**src/rtl/prga_pkg.sv**
```systemverilog
// Shared definitions for the RC4 PRGA encrypt/decrypt blocks: byte type,
// buffer layout constant and FSM state encoding.
package prga_pkg;

  typedef logic [7:0] byte_t;

  // Length prefix lives at offset 0 of both plaintext and ciphertext buffers.
  localparam byte_t LEN_ADDR = 8'h00;

  typedef logic [3:0] state_t;

  localparam state_t IDLE    = 4'd0;
  localparam state_t LEN_REQ = 4'd1;
  localparam state_t LEN_GET = 4'd2;
  localparam state_t SI_REQ  = 4'd3;
  localparam state_t SI_GET  = 4'd4;
  localparam state_t SJ_REQ  = 4'd5;
  localparam state_t SJ_GET  = 4'd6;
  localparam state_t SWAP_I  = 4'd7;
  localparam state_t PAD_REQ = 4'd8;
  localparam state_t PAD_GET = 4'd9;

endpackage

```
**src/rtl/prga_enc.sv**
```systemverilog
// RC4 keystream encryptor: reads a length-prefixed plaintext buffer, runs PRGA
// on a KSA-initialised S memory and writes the length-prefixed ciphertext.
module prga_enc
  import prga_pkg::*;
(
  input  logic       clk,
  input  logic       rst_n,
  // Handshake: en is sampled only on an edge where rdy=1; that edge starts a
  // run and rdy drops for the whole run. en while rdy=0 has no effect.
  input  logic       en,
  output logic       rdy,
  output logic [7:0] s_addr,
  input  logic [7:0] s_rddata,
  output logic [7:0] s_wrdata,
  output logic       s_wren,
  output logic [7:0] pt_addr,
  input  logic [7:0] pt_rddata,
  output logic [7:0] ct_addr,
  output logic [7:0] ct_wrdata,
  output logic       ct_wren,
  output logic [3:0] dbg_state
);

  state_t state;
  byte_t  i, j, k, len, si, sj, ptb;

  assign rdy       = (state == IDLE);
  assign dbg_state = state;

  always_ff @(posedge clk or negedge rst_n) begin
    if (!rst_n) begin
      state <= IDLE;
      i     <= '0;
      j     <= '0;
      k     <= '0;
      len   <= '0;
      si    <= '0;
      sj    <= '0;
      ptb   <= '0;
    end else begin
      case (state)
        IDLE: begin
          if (en) begin
            i     <= '0;
            j     <= '0;
            k     <= 8'd1;
            state <= LEN_REQ;
          end
        end
        LEN_REQ: state <= LEN_GET;
        LEN_GET: begin
          len <= pt_rddata;
          if (pt_rddata == 8'd0) begin
            state <= IDLE;
          end else begin
            i     <= 8'd1;
            state <= SI_REQ;
          end
        end
        SI_REQ: state <= SI_GET;
        SI_GET: begin
          si    <= s_rddata;
          ptb   <= pt_rddata;
          j     <= j + s_rddata;
          state <= SJ_REQ;
        end
        SJ_REQ: state <= SJ_GET;
        SJ_GET: begin
          sj    <= s_rddata;
          state <= SWAP_I;
        end
        SWAP_I:  state <= PAD_REQ;
        PAD_REQ: state <= PAD_GET;
        PAD_GET: begin
          if (k == len) begin
            state <= IDLE;
          end else begin
            k     <= k + 8'd1;
            i     <= i + 8'd1;
            state <= SI_REQ;
          end
        end
        default: state <= IDLE;
      endcase
    end
  end

  // Memory ports are pure decodes of the current state; anything not used
  // by a state stays at zero.
  always_comb begin
    s_addr    = '0;
    s_wrdata  = '0;
    s_wren    = 1'b0;
    pt_addr   = '0;
    ct_addr   = '0;
    ct_wrdata = '0;
    ct_wren   = 1'b0;
    case (state)
      LEN_REQ: pt_addr = LEN_ADDR;
      LEN_GET: begin
        ct_addr   = LEN_ADDR;
        ct_wrdata = pt_rddata;
        ct_wren   = 1'b1;
      end
      SI_REQ: begin
        s_addr  = i;
        pt_addr = k;
      end
      SJ_REQ: s_addr = j;
      SJ_GET: begin
        s_addr   = j;
        s_wrdata = si;
        s_wren   = 1'b1;
      end
      SWAP_I: begin
        s_addr   = i;
        s_wrdata = sj;
        s_wren   = 1'b1;
      end
      // After the swap, S[i]+S[j] is the same sum as the latched si+sj.
      PAD_REQ: s_addr = si + sj;
      PAD_GET: begin
        ct_addr   = k;
        ct_wrdata = s_rddata ^ ptb;
        ct_wren   = 1'b1;
      end
      default: ;
    endcase
  end

endmodule

```
**config.mk**
```make
export PLATFORM = sky130hd
export DESIGN_NAME = prga_enc
export DESIGN_NICKNAME = d
export VERILOG_FILES = /design/src/rtl/prga_pkg.sv /design/src/rtl/prga_enc.sv
export SDC_FILE = /design/constraint.sdc
export NUM_CORES = 1
export LEC_CHECK = 0
export ABC_AREA = 1
export CORE_MARGIN = 3
export CORE_UTILIZATION = 45
export CTS_CLUSTER_SIZE = 12
export DETAILED_ROUTE_END_ITERATION = 8
export PLACE_DENSITY_LB_ADDON = 0.15
export SYNTH_ARGS = -nofsm -noshare
export SYNTH_HDL_FRONTEND = slang
export SYNTH_SLANG_ARGS = --single-unit
```
**constraint.sdc**
```tcl
create_clock -name clk -period 5.8 [get_ports clk]
set_clock_uncertainty 0.15 [all_clocks]
set_input_delay 1.16 -clock clk [delete_from_list [all_inputs] [get_ports clk]]
set_output_delay 1.16 -clock clk [all_outputs]
set_load 0.005 [all_outputs]
```
==> flow_metrics.env <==
export IMPL_status="complete, no violations"
export IMPL_syn2layout_area_growth_pct=24.1
export IMPL_die_y_um=99.3
export IMPL_hold_path_class="reg -> reg"
export IMPL_rsz0062_at_grt="no"
export IMPL_crit_type="reg -> out"
export IMPL_synth_top_family_by_area="simple AND/OR/NAND/NOR gates"
export IMPL_yosys_most_used_dff="dfrtp_1"
export IMPL_yosysSeqAreaShare_pct=38.3
export IMPL_clk_latency_ns=0.33
export IMPL_synth_edf_count=0
export IMPL_worstPathMaxFanout=12
export IMPL_synth_fa_ha_area_share_pct=6.13
export IMPL_synth_compound_area_share_pct=12.7
export IMPL_fin_worst_hold_slack_ns=0.346
export IMPL_period_needed_ns=4.10
export IMPL_root_buffer="clkbuf_8"
export IMPL_die_w_um=99.3
export IMPL_cts_buffers=9
export IMPL_cts_resized=0
export IMPL_cts_hold_buf=0
export IMPL_die_area_um2=9860
export IMPL_dpl_worst_slack_ns=1.85
export IMPL_yosys_top_cells_count="179 x nand2_1, 60 x dfrtp_1, 53 x nor2_1, 52 x inv_1"
export IMPL_dp_cells=701
export IMPL_worstSetupEndpointType="output pin"
export IMPL_synth_top_cell_by_area="dfrtp_1"
export IMPL_max_freq_mhz=244
export IMPL_io_pins=66
export IMPL_ctsHtreeMaxLevel=3
export IMPL_p_leak_nw=2.27
export IMPL_viasPerCell=5.26
export IMPL_remaining_drc_errors=0
export IMPL_drtIter0Drc=241
export IMPL_fin_cells=717
export IMPL_coreArea_um2=8340
export IMPL_final_hold_violation_count=0
export IMPL_ys_types=35
export IMPL_synth_area_leaders="dfrtp_1 38%, nand2_1 17%, nand3_1 5.2%"
export IMPL_gp_congestion=0.889
export IMPL_yosysTopAreaCellShare_pct=38.3
export IMPL_fin_util_pct=58.3
export IMPL_nets=644
export IMPL_worst_slack_ns=1.70
export IMPL_clk_pin_slew_ns=0.07
export IMPL_wl_mm=10.5
export IMPL_grt_overflow_total=0
export IMPL_tightest_slew_ns=1.00
export IMPL_ys_warn_count=0
export IMPL_fin_tns_setup_ns=0
export IMPL_synth_nets=580
export IMPL_slew_limit_headroom_pct=33.1
export IMPL_rows=33
export IMPL_synth_most_common_cell="nand2_1"
export IMPL_first_pass_iters=5
export IMPL_antenna_found_initial=0
export IMPL_cp_data_arrival_time_ns=2.79
export IMPL_vdd_ir_drop_worst_mv=0.269
export IMPL_cts_setup_buffers=0
export IMPL_critical_path_startpoint_type="register"
export IMPL_cts_path_max_buffers=2
export IMPL_grt_pass1_wl_mm=17.6
export IMPL_post_dp_hpwl_mm=7.89
export IMPL_setup_viol=0
export IMPL_tritoncts="yes"
export IMPL_synth_area_um2=3920
export IMPL_vias=3772
export IMPL_numClockSinks=60
export IMPL_finalCritPeriodShare_pct=70.7
export IMPL_grt_pass1_vias=3530
export IMPL_synth_xor_area_share_pct=4.47
export IMPL_syn_inst=543
export IMPL_numPortBuffers=65
export IMPL_initial_utilization_pct=47.0
export IMPL_max_cap_violations=0
export IMPL_yosys_area_share_simple_pct=31.5
export IMPL_n_antenna_cell=0
export IMPL_async_flop_share_pct=100
export IMPL_synth_area_per_cell_um2=7.21
export IMPL_drv_slew=0
export IMPL_track_usage_pct=22.2
export IMPL_required_ns=4.49
export IMPL_antenna_left=0
export IMPL_wl_per_cell_um=14.7
export IMPL_drive_above_1_share_pct=4.74
export IMPL_grt_max_degree=61
export IMPL_synthMuxAreaShare_pct=0
export IMPL_p_per_area_nw_per_um2=465
export IMPL_ys_ff_latch=60
metal layers:
metal	global-route usage, %	vias up	wire, µm
met5	0	-	0
met4	5.46	0	113
met3	4.28	9	519
met2	34.7	94	4830
met1	32.0	1773	5050
li1	-	1896	-
kinds of logic (layout without fill, tap and decap cells):
| family | Yosys count | in the layout |
|---|---|---|
| flip-flops | 60 | 60 |
| XOR/XNOR | 20 | 20 |
| AO/OA/AOI/OAI | 81 | 81 |
| AND/OR/NAND/NOR | 295 | 295 |
| buffers and inverters | 69 | 138 |
| adder cells (fa/ha/maj) | 18 | 18 |
cells in the final DEF, fill, tap and decap left out, drive strengths merged, types with 5 or more instances in the layout:
cell type and instances:
a21oi 12, a22oi 6, a32o 8, clkbuf 10
clkdlybuf4s50 64, dfrtp 60, ha 16, inv 54
nand2 180, nand3 42, nand4 8, nor2 58
o21ai 47, xnor2 15, xor2 5
critical path, cell delays in order (launching register included):
cell	delay [ns]
dfrtp_1	0.40
inv_1	0.08
nor2_1	0.64
nand3_1	0.29
inv_1	0.23
a22oi_1	0.08
o21ai_0	0.16
clkdlybuf4s50_1	0.57
power by group:
part / total [mW] / switching, mW / internal [mW]
Sequential: 0.719 / 0.146 / 0.573
Clock: 0.418 / 0.176 / 0.242
Combinational: 1.12 / 0.664 / 0.461
Total: 2.26 / 0.985 / 1.28
sequential cells by signal, summed over array words and instances, names as in the netlist:
name,cells
sj,8
ptb,8
j,8
dbg_state,4
i,8
si,8
k,8
len,8
layout make-up:
type                            count  area [µm²]
Tap cell                          105         131
Clock buffer                       10         128
Sequential cell                    60        1500
Inverter                           55         206
Fill cell                         818        3480
Multi-Input combinational cell    414        2140
Timing Repair Buffer               67         661
Clock inverter                      6        88.8
stage by stage:
stage	area (µm²)	total power [mW]
final	4860	2.26
after global routing	4860	2.46
after CTS	4860	2.26
after detailed placement	4640	1.83
after global placement	4640	1.80
after floorplan	3920	1.45
worst paths after layout:
path | slack, ns | to | startpoint | cells past startpoint
setup / recovery | 1.70 | s_addr[2] | dbg_state[2] | 7
hold / removal | 0.35 | len[3] | len[3] | 2
setup reg to reg | 3.40 | j[6] | dbg_state[2] | 7
hold reg to reg | 0.35 | len[3] | len[3] | 2
max in group asynchronous | 4.15 | len[4] | rst_n | 2
min in group asynchronous | 0.82 | k[7] | rst_n | 2
No activity file was read; power rests on OpenSTA's default activity.
